## src/rtl/core_ctrl_fsm.sv

```systemverilog
// Multi-cycle control sequencer for the single-issue core: fetch, decode, execute,
// memory and write-back, one state per cycle, driving all datapath selects and write strobes.
module core_ctrl_fsm #(
  parameter int DataSize = 32
) (
  input  logic        clk,
  input  logic        rst,
  input  logic        enable,
  input  logic [31:0] instruction,
  input  logic        im_ready,
  input  logic        dm_ready,
  input  logic        alu_zero,
  output logic        im_read,
  output logic        ir_write,
  output logic        dm_read,
  output logic        dm_write,
  output logic        reg_write,
  output logic        pc_write,
  output logic [1:0]  select_pc,
  output logic [1:0]  select_imm_extend,
  output logic [2:0]  alu_src2_select,
  output logic [1:0]  write_reg_select,
  output logic        illegal,
  output logic [2:0]  state
);

  typedef enum logic [2:0] {
    S_FETCH  = 3'd0,
    S_DECODE = 3'd1,
    S_EXEC   = 3'd2,
    S_MEM    = 3'd3,
    S_WB     = 3'd4
  } state_t;

  localparam logic [5:0] OP_ALU_1 = 6'b100000;
  localparam logic [5:0] OP_ADDI  = 6'b101000;
  localparam logic [5:0] OP_ORI   = 6'b101100;
  localparam logic [5:0] OP_MOVI  = 6'b100010;
  localparam logic [5:0] OP_LWI   = 6'b000010;
  localparam logic [5:0] OP_SWI   = 6'b001010;
  localparam logic [5:0] OP_BR    = 6'b100110;
  localparam logic [5:0] OP_J     = 6'b100100;

  state_t      state_reg;
  logic [31:0] ir_reg;
  logic        illegal_reg;
  logic [1:0]  ext_reg;
  logic [2:0]  src2_reg;
  logic [1:0]  wb_reg;

  logic [1:0]  ext_next;
  logic [2:0]  src2_next;
  logic [1:0]  wb_next;
  logic        op_known;

  logic [5:0]  opcode;
  logic [4:0]  sub_op;
  logic        op_is_wb;
  logic        op_is_lwi;
  logic        op_is_swi;
  logic        op_is_br;
  logic        op_is_j;
  logic        br_taken;

  assign opcode    = ir_reg[30:25];
  assign sub_op    = ir_reg[4:0];
  assign op_is_wb  = (opcode == OP_ALU_1) || (opcode == OP_ADDI) ||
                     (opcode == OP_ORI)   || (opcode == OP_MOVI);
  assign op_is_lwi = (opcode == OP_LWI);
  assign op_is_swi = (opcode == OP_SWI);
  assign op_is_br  = (opcode == OP_BR);
  assign op_is_j   = (opcode == OP_J);
  // IR[14] selects BNE, so taken is simply the condition bit XOR the zero flag
  assign br_taken  = op_is_br && (ir_reg[14] ^ alu_zero);

  // IR fields the controller never decodes, plus the datapath width
  logic unused_bits;
  assign unused_bits = ^{ir_reg[31], ir_reg[24:15], ir_reg[13:5], (DataSize == 32)};

  always_comb begin
    ext_next  = 2'b00;
    src2_next = 3'b000;
    wb_next   = 2'b00;
    op_known  = 1'b1;
    case (opcode)
      OP_ALU_1: begin
        if (sub_op == 5'b01000 || sub_op == 5'b01001 || sub_op == 5'b01011)
          src2_next = 3'b001;
      end
      OP_ADDI: begin
        ext_next  = 2'b01;
        src2_next = 3'b001;
      end
      OP_ORI: begin
        ext_next  = 2'b10;
        src2_next = 3'b001;
      end
      OP_MOVI: begin
        ext_next  = 2'b11;
        src2_next = 3'b001;
        wb_next   = 2'b01;
      end
      OP_LWI: begin
        src2_next = 3'b010;
        wb_next   = 2'b10;
      end
      OP_SWI:  src2_next = 3'b010;
      OP_BR:   src2_next = 3'b100;
      OP_J:    ;
      default: op_known = 1'b0;
    endcase
  end

  always_ff @(posedge clk) begin
    if (!rst) begin
      state_reg   <= S_FETCH;
      ir_reg      <= '0;
      illegal_reg <= 1'b0;
      ext_reg     <= 2'b00;
      src2_reg    <= 3'b000;
      wb_reg      <= 2'b00;
    end else begin
      case (state_reg)
        S_FETCH: begin
          if (enable && im_ready) begin
            ir_reg      <= instruction;
            illegal_reg <= 1'b0;
            state_reg   <= S_DECODE;
          end
        end
        S_DECODE: begin
          ext_reg     <= ext_next;
          src2_reg    <= src2_next;
          wb_reg      <= wb_next;
          illegal_reg <= !op_known;
          state_reg   <= S_EXEC;
        end
        S_EXEC: begin
          if (op_is_wb)
            state_reg <= S_WB;
          else if (op_is_lwi || op_is_swi)
            state_reg <= S_MEM;
          else
            state_reg <= S_FETCH;
        end
        S_MEM: begin
          if (dm_ready)
            state_reg <= op_is_lwi ? S_WB : S_FETCH;
        end
        S_WB:    state_reg <= S_FETCH;
        default: state_reg <= S_FETCH;
      endcase
    end
  end

  // Strobes are gated by rst so an access interrupted by reset issues no writes
  always_comb begin
    im_read   = 1'b0;
    ir_write  = 1'b0;
    dm_read   = 1'b0;
    dm_write  = 1'b0;
    reg_write = 1'b0;
    pc_write  = 1'b0;
    select_pc = 2'b00;
    if (rst) begin
      case (state_reg)
        S_FETCH: begin
          im_read  = enable;
          ir_write = enable && im_ready;
        end
        S_EXEC: begin
          if (!op_is_wb && !op_is_lwi && !op_is_swi) begin
            pc_write = 1'b1;
            if (br_taken)
              select_pc = 2'b01;
            else if (op_is_j)
              select_pc = 2'b10;
          end
        end
        S_MEM: begin
          dm_read  = op_is_lwi;
          dm_write = op_is_swi;
          pc_write = op_is_swi && dm_ready;
        end
        S_WB: begin
          reg_write = 1'b1;
          pc_write  = 1'b1;
        end
        default: ;
      endcase
    end
  end

  assign select_imm_extend = ext_reg;
  assign alu_src2_select   = src2_reg;
  assign write_reg_select  = wb_reg;
  assign illegal           = illegal_reg;
  assign state             = state_reg;

endmodule
```

## config.mk

```make
export PLATFORM = sky130hd
export DESIGN_NAME = core_ctrl_fsm
export DESIGN_NICKNAME = d
export VERILOG_FILES = /design/src/rtl/core_ctrl_fsm.sv
export SDC_FILE = /design/constraint.sdc
export NUM_CORES = 1
export LEC_CHECK = 0
export BUFFER_PORTS_ARGS = -buffer_cell sky130_fd_sc_hd__buf_2
export CORE_ASPECT_RATIO = 1.5
export CORE_MARGIN = 1
export CORE_UTILIZATION = 47
export DETAILED_ROUTE_END_ITERATION = 8
export PLACE_DENSITY_LB_ADDON = 0.12
export SYNTH_ARGS = -nofsm -noshare
export SYNTH_HDL_FRONTEND = slang
export SYNTH_SLANG_ARGS = --single-unit
```

## constraint.sdc

```tcl
create_clock -name clk -period 2.3 [get_ports clk]
set_input_delay 0.115 -clock clk [delete_from_list [all_inputs] [get_ports clk]]
set_output_delay 0.115 -clock clk [all_outputs]
set_load 0.02 [all_outputs]
```

==> metrics.md <==
| Metric | Value |
|---|---|
| Final Max Slew Viols | `0` |
| Layout area overhead | `15.9%` |
| Final Setup Violations | `0` |
| Vias in the first global route | `between 800 and 900` |
| Synth Instances | `between 100 and 150` |
| Final hold slack | `~0.8 ps` |
| DIE AREA | `approximately 0.0026 mm²` |
| Slowest CP cell | `dfxtp_1` |
| Initial antenna violation count | `0` |
| Setup TNS Final | `0 ps` |
| Most frequent cell after synthesis | `dfxtp_1` |
| Drc violations | `0` |
| Pwr Density | `568 mW/mm²` |
| Post-CTS Resized | `0` |
| Routed Antenna Nets | `0` |
| Fmax | `between 500 and 600 MHz` |
| Crit end category | `output port` |
| Post-synth EDFFs | `0` |
| Max FFs per register | `12` |
| Hpwl dp | `1750 µm` |
| Final Power | `about 730 µW` |
| Global route overflow | `0` |
| Ys async rst share | `0%` |
| WL/cell | `13.4 µm` |
| WP data required | `2180 ps` |
| Type of origin of the critical path | `flip-flop` |
| Slew headroom | `about two thirds` |
| Cell taking the most area after synthesis | `dfxtp_1` |
| Mapped Area | `0.00111 mm²` |
| Global-route wire length before repair | `3720 µm` |
| Buffers & Inverters on Critical Path | `1` |
| Antenna Cells | `0` |
| Final Instance Count excl. Fillers | `about 170` |
| Max stage delay on crit path | `~540 ps` |
| Max-Cap Viols | `0` |
| CTS sink count | `23` |
| Unique masters post-synth | `41` |
| CP Cell Sequence | `nor2b_1 > and3b_1 > and3_1 > a221o_1 > buf_2` |
| CTS tree | `built` |
| Dpl cells | `between 150 and 200` |
| Clk_lat worst skew | `about 320 ps` |
| Fin. Hold Viols | `0` |
| Outcome | `finished, final reports clean` |
| Core area | `roughly 0.0022 mm²` |
| Worst Max-Slew Pin Slew | `around 510 ps` |
| Initial DRT Pass Iterations | `4` |
| CTS Hold Bufs | `0` |
| Num rows | `21` |
| Ports | `57` |
| Final WL | `about 2300 µm` |
| Period Utilization, post-route | `between 80% and 90%` |
| Main synth FF type | `dfxtp_1` |
| Warnings, synthesis | `0` |
| Commonest cells in the netlist | `dfxtp_1 (23), a22o_1 (12), nand2_1 (11)` |
| Avg Cell Area, Syn | `~9.2 µm²` |
| Largest cells by area after synthesis | `dfxtp_1 (41%), a22o_1 (9.5%), nand2_1 (3.7%)` |
| Largest fanout on the critical path | `9` |
| Post-synth top area share | `about two fifths` |
| Clock Tree Buf Depth | `2` |
| Die height | `61.5 µm` |
| Syn_nets | `roughly 160` |
| Min-Delay Path Class | `in -> reg` |
| Flops & latches, synth | `23` |
| Pre-CTS WS | `roughly 650 ps` |
| H-tree depth | `1` |
| GP Congestion | `~0.76` |
| RSZ-0062 raised after global routing | `false` |
| Initial core utilization | `around 50%` |
| CTS root buffer | `clkbuf_4` |
| Final WS setup | `between 300 and 400 ps` |
| Input/output buffers | `36` |
| Horiz. Die Dim | `roughly 42 µm` |
| Initial DRC Count | `38` |
| Register area share after synthesis | `about two fifths` |
| Max Clock Skew | `8.71 ps` |
| Period minus WS final | `about 2000 ps` |
| CP arrival | `roughly 1800 ps` |
| Gr usage total | `18.9%` |
| Cell family with most CP delay | `flip-flops` |
| CTS Buf Count | `3` |
| Nets | `189` |
| Worst-path clk slew | `around 130 ps` |
| Setup CP Type | `reg -> out` |
| Largest net degree at the start of global routing | `15` |
| Vias | `about 990` |
| Setup Buffers After CTS | `0` |
| Number of vias per cell | `approximately 5.7` |
| Fraction of layout cells with a size suffix above 1 | `between 20 and 30%` |
| P_leak | `0.575 nW` |
| Peak VDD IR | `between 0.0004 and 0.0005 V` |
logic make-up after synthesis:
logic type,after synthesis,synth area share [%]
flops,23,41.5
buf+inv,13,6.65
compound gates,34,24.1
xor+xnor,2,1.58
simple gates,48,26.2
metal layers:
metal / vias up / routed length [µm] / global-route usage (%)
met2: 27 / 1150 / 33.3
met5: - / 0 / 0
met4: 0 / 44 / 9.68
met3: 5 / 73 / 1.76
li1: 503 / - / -
met1: 453 / 1060 / 23.1
final cells by class:
| class | instances | area, µm² |
|---|---|---|
| clock buffers | 4 | 26.3 |
| fillers | 211 | 947 |
| inverters | 2 | 7.51 |
| multi-input cells | 84 | 576 |
| flip-flops and latches | 23 | 460 |
| well taps | 23 | 28.8 |
| repair buffers | 37 | 188 |
metrics by stage:
stage	util (%)	cell area (µm²)
CTS	57.6	1290
detailed placement	56.4	1260
global placement	56.4	1260
floorplan	-	1110
finish	57.6	1290
global route	57.6	1290
worst register-to-register path: cells and delay by family, from the launching register on:
kind            cells  cell delay [ps]
flops               1              460
simple gates        1              270
compound gates      2              840
worst paths after layout:
path                        from             endpoint  slack [ps]  cells past startpoint
max                   ir_reg[27]             pc_write         350                      5
min               instruction[0]            ir_reg[0]         0.8                      2
max reg2reg             state[0]              illegal         640                      3
min reg2reg  write_reg_select[0]  write_reg_select[0]         470                      2
placed cells by master (no fill, tap or decap), drive strengths merged, types with 2 or more instances in the layout:
cell type / count
and2: 4
nand4: 2
nand3: 2
nor3: 2
nor2: 4
a21oi: 4
o211ai: 2
nor4b: 2
nand2: 11
a21boi: 2
a22o: 12
dfxtp: 23
inv: 2
nand2b: 4
clkbuf: 4
and3: 3
buf: 37
o21ai: 4
nor2b: 5
nor3b: 3
report_power, final:
| part | internal [mW] | switching (mW) |
|---|---|---|
| Clock | 0.0679 | 0.124 |
| Sequential | 0.414 | 0.0227 |
| Combinational | 0.0469 | 0.0546 |
(Power assumes the default switching activity.)
